**src/rtl/multicycle_seq.sv**
```systemverilog
// Multi-cycle control sequencer for an RV32 core: FETCH/DECODE/EXEC/MEM/WB stepping,
// imem/dmem handshakes, write strobes, retired counter, bus timeout and halt control.
module multicycle_seq #(
   parameter int          TIMEOUT   = 16,
   parameter logic [31:0] NOP_INSTR = 32'h0000_0013
) (
   input  logic        clk,
   input  logic        rst,
   output logic        imem_req,
   input  logic        imem_ack,
   input  logic [31:0] imem_rdata,
   output logic [31:0] ir,
   input  logic        lw_en,
   input  logic        sw_en,
   input  logic        wr_en,
   output logic        dmem_req,
   output logic        dmem_we,
   input  logic        dmem_ack,
   output logic        rf_we,
   output logic        pc_we,
   input  logic        halt_req,
   output logic        halted,
   output logic        fault,
   output logic [31:0] instret
);

   // A zero TIMEOUT still needs a legal one-bit counter; the compare is gated off.
   localparam int WCW = (TIMEOUT > 0) ? $clog2(TIMEOUT + 1) : 1;
   localparam logic [WCW-1:0] LAST_WAIT = WCW'(TIMEOUT - 1);

   typedef enum logic [2:0] {
      S_BOOT, S_FETCH, S_DECODE, S_EXEC, S_MEM, S_WB, S_HALT, S_FAULT
   } state_t;

   state_t           state_reg, state_next;
   logic [WCW-1:0]   wait_cnt_reg, wait_cnt_next;
   logic [31:0]      ir_reg;
   logic [31:0]      instret_reg;
   logic             last_wait;

   assign last_wait = (TIMEOUT != 0) && (wait_cnt_reg == LAST_WAIT);

   // wait_cnt is zero outside FETCH/MEM, so it is already clear on entry to either.
   always_comb begin
      state_next    = state_reg;
      wait_cnt_next = '0;
      case (state_reg)
         S_BOOT:   state_next = S_FETCH;
         S_FETCH: begin
            if (imem_ack)       state_next = S_DECODE;
            else if (last_wait) state_next = S_FAULT;
            else                wait_cnt_next = wait_cnt_reg + 1'b1;
         end
         S_DECODE: state_next = (ir_reg[1:0] != 2'b11) ? S_FAULT : S_EXEC;
         S_EXEC: begin
            if (lw_en && sw_en)      state_next = S_FAULT;
            else if (lw_en || sw_en) state_next = S_MEM;
            else                     state_next = S_WB;
         end
         S_MEM: begin
            if (dmem_ack)       state_next = S_WB;
            else if (last_wait) state_next = S_FAULT;
            else                wait_cnt_next = wait_cnt_reg + 1'b1;
         end
         S_WB:     state_next = halt_req ? S_HALT : S_FETCH;
         S_HALT:   if (!halt_req) state_next = S_FETCH;
         S_FAULT:  state_next = S_FAULT;
         default:  state_next = S_FAULT;
      endcase
   end

   always_ff @(posedge clk) begin
      if (rst) begin
         state_reg    <= S_BOOT;
         wait_cnt_reg <= '0;
         ir_reg       <= NOP_INSTR;
         instret_reg  <= '0;
      end else begin
         state_reg    <= state_next;
         wait_cnt_reg <= wait_cnt_next;
         if (state_reg == S_FETCH && imem_ack) ir_reg <= imem_rdata;
         if (state_reg == S_WB) instret_reg <= instret_reg + 32'd1;
      end
   end

   assign imem_req = (state_reg == S_FETCH);
   assign dmem_req = (state_reg == S_MEM);
   assign dmem_we  = (state_reg == S_MEM) && sw_en;
   assign rf_we    = (state_reg == S_WB) && wr_en && !sw_en;
   assign pc_we    = (state_reg == S_WB);
   assign halted   = (state_reg == S_HALT);
   assign fault    = (state_reg == S_FAULT);
   assign ir       = ir_reg;
   assign instret  = instret_reg;

endmodule

```
**config.mk**
```make
export PLATFORM = sky130hd
export DESIGN_NAME = multicycle_seq
export DESIGN_NICKNAME = d
export VERILOG_FILES = /design/src/rtl/multicycle_seq.sv
export SDC_FILE = /design/constraint.sdc
export NUM_CORES = 1
export LEC_CHECK = 0
export ABC_AREA = 1
export BUFFER_PORTS_ARGS = -buffer_cell sky130_fd_sc_hd__buf_2
export CAP_MARGIN = 0
export CELL_PAD_IN_SITES_DETAIL_PLACEMENT = 1
export CELL_PAD_IN_SITES_GLOBAL_PLACEMENT = 2
export CORE_MARGIN = 2
export CORE_UTILIZATION = 24
export DETAILED_ROUTE_END_ITERATION = 10
export PLACE_DENSITY_LB_ADDON = 0.1
export SYNTH_ARGS = -nofsm -noshare
export SYNTH_HDL_FRONTEND = slang
export SYNTH_SLANG_ARGS = --single-unit
```
**constraint.sdc**
```tcl
create_clock -name clk -period 1.5 [get_ports clk]
set_input_delay 0.15 -clock clk [delete_from_list [all_inputs] [get_ports clk]]
set_output_delay 0.15 -clock clk [all_outputs]
set_load 0.01 [all_outputs]
```
==> impl_metrics.py, run 1 <==
metrics = {
    "outcome": {
        "outcome": "finished clean",
    },
    "layout": {
        "antenna_cells": 0,
        "num-fill-cells": 1692,
        "fin_util_pct": 36.4,
        "synthToLayoutAreaGrowth_pct": 47.8,
        "final_area_um2": 4840,
        "drive_gt1_share_pct": 37.1,
        "final_net_count": 662,
    },
    "synthesis": {
        "syn-num-nets": 505,
        "synth-seq-cells": 72,
        "synthArstFlopShare_pct": 0,
        "synth.most_common_cell": "nor2_1",
        "ys.flop_type": "dfxtp_1",
        "synth.area.top_cells": "dfxtp_1 44%, nor2_1 14%, nand2_1 9.6%",
        "syn_area_per_cell_um2": 7.09,
        "netlist_instances": 462,
        "synth_top_area_share_pct": 44.0,
        "synth_edf_count": 0,
        "yosys_warnings": 0,
        "yosysTopAreaCell": "dfxtp_1",
        "synth_cell_types": 33,
        "synthTopCellsByCount": "118 x nor2_1, 84 x nand2_1, 72 x dfxtp_1, 36 x inv_1, 32 x o21ai_1",
        "seq_area_frac_synth_pct": 44.0,
        "netlist_area_um2": 3270,
    },
    "job": {
        "drv_cap": 0,
    },
    "critical_path": {
        "cp-end-kind": "register",
        "cp.arrival_ns": 1.71,
        "critPathKind": "register to register",
        "crit_path_start_kind": "register",
        "required_ns": 1.73,
        "worstPathMaxFanout": 5,
    },
    "timing": {
        "fin_crit_ns": 1.47,
        "final.setup.worst_slack_ns": 0.0265,
        "drv_slew": 0,
        "fin_crit_sh_pct": 98.2,
        "setup_viol": 0,
        "whs_ns": 0.0199,
        "tns_ns": 0,
        "skew_ns": 0.00525,
        "worst-slew-pin-transition_ns": 0.378,
        "hold_viol_final": 0,
        "max_freq_mhz": 679,
        "rsz0062_at_grt": "true",
        "max_slew_margin_pct": 74.6,
    },
    "clock_tree": {
        "cts_buffers": 9,
        "cts_hold_repair.buffers": 0,
        "clk_pin_slew_worst_paths_ns": 0.06,
        "root_buffer": "clkbuf_16",
        "cts_max_level": 3,
        "cts_buffer_depth": 2,
        "clock_sinks": 72,
        "cts_tree": "built",
        "clock_latency_ns": 0.34,
    },
    "placement": {
        "place_ws_ns": -0.00206,
        "dp_hpwl_um": 8250,
        "gp_congestion": 0.766,
        "placed_cell_area_um2": 4320,
        "io_buffer_count": 110,
    },
    "worst_hold_path": {
        "hp-class": "input pin to register",
    },
    "global_route": {
        "grt_pass1_vias": 3488,
        "grt_pass1_wl_um": 17700,
        "grtUsageTotal_pct": 15.5,
        "grt_max_degree": 33,
        "overflow": 0,
        "antenna_found_initial": 0,
    },
    "routing": {
        "drtIter0Drc": 128,
        "drcViolationCount": 0,
        "vias": 3501,
        "avgRoutedWirePerCell_um": 13.9,
        "firstDrtPassIters": 4,
        "wl_um": 11100,
        "vias_per_cell": 4.38,
        "final_antenna_net_count": 0,
    },
    "power_and_ir_drop": {
        "ir_worst_vdd_mv": 0.507,
        "power_density_nw_per_um2": 1190,
        "power_leakage_nw": 2.23,
        "p_sw_mw": 1.69,
        "intPower_mw": 4.08,
        "power_frac_comb_pct": 22.5,
        "swShare_pct": 29.3,
        "clkPwrFrac_pct": 38.7,
        "seq_power_share_pct": 38.8,
    },
    "floorplanning": {
        "fp.dieArea_um2": 14600,
        "core_area_um2": 13300,
        "core.rowCount": 42,
        "ioPinCount": 111,
        "fp.dieW_um": 121,
        "start_util_pct": 24.6,
        "fp.dieH_um": 121,
    },
}
-- critical path, cell delays in order (launching register included) --
cell and delay, ns:
dfxtp_2 0.35, ha_4 0.15, nand3_4 0.08, nor2_4 0.17, nand3_4 0.15, nor2_4 0.27
nand3_2 0.10, nand2_1 0.06, nor2_1 0.04
-- power groups by stage --
stage               Combinational [mW]  Clock (mW)  Sequential [mW]
detailed placement                1.28           0             2.27
CTS                               1.29        2.30             2.23
global route                      1.45        2.40             2.26
global placement                  1.26           0             2.26
finish                            1.30        2.23             2.24
floorplan                        0.619           0             2.38
-- per-stage QoR --
step	total power [mW]	std cells
2_1_floorplan	3.00	462
3_3_place_gp	3.52	775
3_5_place_dp	3.55	775
4_1_cts	5.82	790
5_1_grt	6.11	799
6_report	5.77	799
-- worst paths after layout --
check	start	to	slack (ns)	cells after the start
hold reg to reg	wait_cnt_reg[4]$_SDFF_PP0_	wait_cnt_reg[4]$_SDFF_PP0_	0.45	2
hold / removal	imem_rdata[0]	ir[0]$_SDFFE_PP1P_	0.02	3
setup / recovery	instret[0]$_SDFFE_PP0N_	instret[22]$_SDFFE_PP0N_	0.03	8
setup reg to reg	instret[0]$_SDFFE_PP0N_	instret[22]$_SDFFE_PP0N_	0.03	8
-- layout by cell type, fill, tap and decap left out, types with 4 or more instances in the layout --
cell type    n
nor3_1       4
o21ai_1     32
nor2_1     111
clkbuf_16   10
dfxtp_2     11
a21oi_1     16
inv_1       36
nand3_1     17
nand2_1     84
inv_2        5
nand4_1      7
dfxtp_1     60
buf_2      110
xor2_1       6
nor2_4       8
buf_4       44
nand3_4      4
o21ai_0      6
nand3_2      9
nor2_2      11
-- final cells by class --
type	count	area, µm²	share of cell area [%]
Clock inverter	3	40.0	0.828
Clock buffer	12	267	5.51
Inverter	42	158	3.26
Multi-Input combinational cell	335	1720	35.5
Tap cell	176	220	4.55
Timing Repair Buffer	159	977	20.2
Sequential cell	72	1460	30.2
-- layer usage --
metal	global-route usage [%]	wire length (µm)	vias up	share of wire, %
met5	0	0	-	0
met1	21.1	5600	1626	50
li1	-	-	1790	-
met4	6.32	185	0	1.7
met2	23.9	4880	72	44
met3	3.16	474	13	4.3
-- cells by family (layout without fill, tap and decap cells) --
kind of cell               after synthesis  after routing  share of synthesized area [%]
and+or+nand+nor                        263            264                           36.2
DFF                                     72             72                           44.0
AOI/OAI and AO/OA                       61             61                           9.67
buffers and inverters                   56            216                           7.11
xor gates and xnor gates                 7              7                           1.87
adders and majority gates                3              3                           1.15
-- what timing repair did --
item / 4_1_cts / 5_1_grt
cloned: 0 / 2
endpoints found under the setup margin: 7 / 26
setup buffers: 0 / 7
pin swaps: 1 / 12
gates resized for setup: 4 / 35
Power figures use the tool's default switching activity.
==> inputs of run 2 (changes only) <==
CELL_PAD_IN_SITES_DETAIL_PLACEMENT = 2   (was 1)
CORE_MARGIN = default   (was 2)
SKIP_CTS_REPAIR_TIMING = 1   (was default)
==> impl_metrics.py, run 2 (synthesis gave the netlist of run 1 again) <==
metrics = {
    "placement": {
        "dp_hpwl_um": 9060,
        "placed_cell_area_um2": 4270,
        "io_buffer_count": 110,
        "dp.cells": 772,
        "place_ws_ns": -0.0652,
        "gp_congestion": 0.728,
    },
    "routing": {
        "top_layer": "met4",
        "avgRoutedWirePerCell_um": 15.1,
        "wl_met3_um": 461,
        "met1_length_um": 5460,
        "wl_um": 12000,
        "drtIter0Drc": 65,
        "drcViolationCount": 0,
        "firstDrtPassIters": 4,
        "final_antenna_net_count": 0,
        "vias": 3565,
        "met2_length_um": 5920,
        "vias_per_cell": 4.49,
    },
    "critical_path": {
        "cpPeakStageDelay_ns": 0.36,
        "path_common_cell": "nand3_4",
        "crit_path_start_kind": "register",
        "slowest_stage": "dfxtp_4",
        "critPathKind": "register to register",
        "rrSetupSlack_ns": 0.04,
        "path_buf_inv": 2,
        "worstPathMaxFanout": 5,
        "crit_chain": "inv_4, nand3_4, buf_8, nor2_8, nand3_4, nor2_4, nand3_2, nand2_1, nor2_1",
        "required_ns": 1.74,
        "crit_family": "simple AND/OR/NAND/NOR gates",
        "cp-end-kind": "register",
        "cp.arrival_ns": 1.70,
    },
    "timing": {
        "setup_viol": 0,
        "skew_ns": 0.00715,
        "tns_ns": 0,
        "fin_crit_ns": 1.46,
        "max_slew_margin_pct": 77.9,
        "whs_ns": 0.0127,
        "final.setup.worst_slack_ns": 0.0399,
        "hold_viol_final": 0,
        "worst-slew-pin-transition_ns": 0.331,
        "rsz0062_at_grt": "true",
        "max_freq_mhz": 685,
        "drv_slew": 0,
        "fin_crit_sh_pct": 97.3,
    },
    "layout": {
        "final_net_count": 656,
        "num-fill-cells": 1627,
        "final_area_um2": 4780,
        "drive_gt1_share_pct": 36.9,
        "final_common_cell": "buf_2",
        "antenna_cells": 0,
        "synthToLayoutAreaGrowth_pct": 45.9,
        "fin_util_pct": 35.9,
        "layout.cells.non_filler": 794,
        "final_cell_mix": "110 x buf_2, 109 x nor2_1, 84 x nand2_1",
    },
    "global_route": {
        "grt_pass1_wl_um": 19000,
        "grtUsageTotal_pct": 17.5,
        "antenna_found_initial": 0,
        "grt_pass1_vias": 3758,
        "grt_max_degree": 33,
        "overflow": 0,
    },
    "power_and_ir_drop": {
        "seq_power_share_pct": 37.8,
        "power_frac_comb_pct": 21.9,
        "finalPower_mw": 6.00,
        "power_leakage_nw": 2.19,
        "power_density_nw_per_um2": 1260,
        "intPower_mw": 4.19,
        "p_sw_mw": 1.81,
        "swShare_pct": 30.1,
        "ir_worst_vdd_mv": 0.593,
        "clkPwrFrac_pct": 40.3,
    },
    "clock_tree": {
        "clk_pin_slew_worst_paths_ns": 0.06,
        "clock_latency_ns": 0.35,
        "cts_max_level": 3,
        "cts_buffer_depth": 2,
        "cts_buffers": 9,
        "clock_sinks": 72,
        "cts_tree": "built",
        "root_buffer": "clkbuf_16",
    },
    "worst_hold_path": {
        "hp-class": "input pin to register",
    },
    "floorplanning": {
        "fp.dieArea_um2": 14100,
        "core.rowCount": 42,
        "fp.dieW_um": 119,
        "start_util_pct": 24.6,
        "core_area_um2": 13300,
        "ioPinCount": 111,
        "fp.dieH_um": 119,
    },
    "job": {
        "drv_cap": 0,
    },
    "outcome": {
        "outcome": "finished clean",
    },
}
run 2: worst paths after layout:
| check | start | end | depth (start not counted) |
|---|---|---|---|
| worst min-delay path | imem_rdata[4] | ir[4]$_SDFFE_PP1P_ | 3 |
| worst min register to register | wait_cnt_reg[4]$_SDFF_PP0_ | wait_cnt_reg[4]$_SDFF_PP0_ | 2 |
| worst max-delay path | state_reg[1]$_SDFFE_PP0P_ | instret[23]$_SDFFE_PP0N_ | 9 |
| worst max register to register | state_reg[1]$_SDFFE_PP0P_ | instret[23]$_SDFFE_PP0N_ | 9 |
run 2: worst reg2reg max path, stage by stage (launching register included):
cell	delay, ns
dfxtp_4	0.36
inv_4	0.07
nand3_4	0.10
buf_8	0.16
nor2_8	0.15
nand3_4	0.13
nor2_4	0.21
nand3_2	0.09
nand2_1	0.07
nor2_1	0.04
run 2: area by class of cell:
class	instances	area [µm²]	share of cell area, %
clock inverter	6	90.1	1.89
tap	176	220	4.61
multi-input combinational	335	1700	35.5
inverter	42	160	3.35
clock buffer	10	239	5.00
sequential	72	1460	30.6
timing repair buffer	153	910	19.0
run 2: power groups by stage:
stage	clock [mW]	sequential, mW	combinational (mW)
finish	2.42	2.27	1.31
global route	2.59	2.30	1.47
CTS	2.51	2.26	1.29
detailed placement	0	2.30	1.29
global placement	0	2.28	1.24
floorplan	0	2.38	0.619
run 2: per-layer routing:
metal / GRT usage, % / up-vias
li1: - / 1777
met1: 20.9 / 1714
met2: 30.2 / 64
met3: 5.02 / 10
met4: 4.98 / 0
met5: 0 / -
==> inputs of run 3 (changes only) <==
SETUP_SLACK_MARGIN = 0.5   (was default)
==> impl_metrics.py, run 3 (synthesis gave the netlist of run 1 again) <==
metrics = {
    "critical_path": {
        "rrSetupSlack_ns": 0.02,
        "worstPathMaxFanout": 5,
        "required_ns": 1.73,
        "cp-end-kind": "register",
        "crit_path_start_kind": "register",
        "critPathKind": "register to register",
        "cp.arrival_ns": 1.71,
    },
    "placement": {
        "io_buffer_count": 110,
        "dp_hpwl_um": 8700,
        "gp_congestion": 0.775,
        "place_ws_ns": -0.0366,
    },
    "routing": {
        "vias": 3736,
        "drcViolationCount": 0,
        "drtIter0Drc": 84,
        "final_antenna_net_count": 0,
        "vias_per_cell": 4.57,
        "avgRoutedWirePerCell_um": 16.1,
        "firstDrtPassIters": 4,
        "wl_um": 13100,
    },
    "floorplanning": {
        "fp.dieH_um": 119,
        "fp.dieArea_um2": 14100,
        "core_area_um2": 13300,
        "start_util_pct": 24.6,
        "core.rowCount": 42,
        "ioPinCount": 111,
        "fp.dieW_um": 119,
    },
    "worst_hold_path": {
        "hp-class": "input pin to register",
    },
    "global_route": {
        "grt_max_degree": 33,
        "antenna_found_initial": 0,
        "grt_pass1_vias": 3766,
        "grt_pass1_wl_um": 19100,
        "overflow": 0,
        "grtUsageTotal_pct": 17.2,
    },
    "layout": {
        "drive_gt1_share_pct": 57.4,
        "final_common_cell": "nor2_1",
        "final_cell_mix": "82 x nor2_1, 71 x nand2_1, 70 x buf_2",
        "num-fill-cells": 1488,
        "synthToLayoutAreaGrowth_pct": 78.1,
        "final_net_count": 679,
        "fin_util_pct": 43.9,
        "antenna_cells": 0,
    },
    "timing": {
        "drv_slew": 0,
        "final.setup.worst_slack_ns": 0.0165,
        "max_slew_margin_pct": 74.5,
        "setup_viol": 0,
        "max_freq_mhz": 674,
        "worst-slew-pin-transition_ns": 0.382,
        "skew_ns": 0.00479,
        "rsz0062_at_grt": "true",
        "hold_viol_final": 0,
        "fin_crit_ns": 1.48,
        "fin_crit_sh_pct": 98.9,
        "whs_ns": 0.0262,
    },
    "power_and_ir_drop": {
        "seq_power_share_pct": 36.8,
        "power_frac_comb_pct": 30.8,
        "power_leakage_nw": 2.48,
        "finalPower_mw": 6.21,
        "clkPwrFrac_pct": 32.4,
        "swShare_pct": 33.6,
        "ir_worst_vdd_mv": 0.497,
        "power_density_nw_per_um2": 1060,
        "intPower_mw": 4.12,
        "p_sw_mw": 2.09,
    },
    "outcome": {
        "outcome": "finished clean",
    },
    "clock_tree": {
        "cts_buffer_depth": 2,
        "clock_sinks": 72,
        "cts_buffers": 9,
        "root_buffer": "clkbuf_16",
        "clock_latency_ns": 0.34,
        "clk_pin_slew_worst_paths_ns": 0.06,
        "cts_max_level": 3,
        "cts_tree": "built",
    },
    "job": {
        "drv_cap": 0,
    },
}
[run 3: cell count changes in the layout (fill, tap and decap cells not counted), sizes merged]
cell      before  now
clkbuf        10   13
clkinvlp       1    3
bufinv         2    0
buf          153  172
clkinv         2    4
inv           43   42
[run 3: final cells by class]
type | count | area (µm²) | area share [%]
clock buffers | 9 | 225 | 3.86
clock inverters | 7 | 47.5 | 0.815
inverters | 42 | 175 | 3.00
multi-input cells | 335 | 2090 | 35.9
flip-flops and latches | 72 | 1570 | 26.9
well taps | 176 | 220 | 3.78
repair buffers | 176 | 1500 | 25.8
[run 3: worst max-delay path: stages (launching register included)]
cell	delay (ns)
dfxtp_4	0.38
ha_4	0.15
nand3_4	0.08
nor2_4	0.18
nand3_4	0.16
nor2_4	0.21
nand3_1	0.10
nand2_1	0.07
nor2_1	0.05
[run 3: path summary, 6_finish.rpt]
kind                                         startpoint                        to  cells past startpoint
worst max-delay path            instret[1]$_SDFFE_PP0N_  instret[24]$_SDFFE_PP0N_                      8
worst min-delay path                      imem_rdata[4]        ir[4]$_SDFFE_PP1P_                      3
worst max register to register  instret[1]$_SDFFE_PP0N_  instret[24]$_SDFFE_PP0N_                      8
worst min register to register      ir[21]$_SDFFE_PP0P_       ir[21]$_SDFFE_PP0P_                      2
[run 3: power by group through the flow]
stage	combinational (mW)	clock [mW]	sequential, mW
after floorplan	0.640	0	2.40
after global placement	1.21	0	2.29
after detailed placement	1.25	0	2.31
after CTS	1.26	2.08	2.27
after global routing	2.08	2.15	2.31
final	1.91	2.01	2.29
[run 3: stage by stage]
stage | TNS, ns | area, µm² | instances
after floorplan | 0 | 3360 | 462
after global placement | 0 | 4290 | 762
after detailed placement | -0.0763 | 4290 | 762
after CTS | -0.287 | 4560 | 778
after global routing | -0.614 | 5830 | 817
final | 0 | 5830 | 817
[run 3: routing by layer]
layer	global-route usage, %	part of all wire, %	wire length [µm]
met5	0	0	0
met4	4.75	1.1	140
met3	4.20	3.2	426
met2	29.5	50	6630
met1	21.3	45	5940
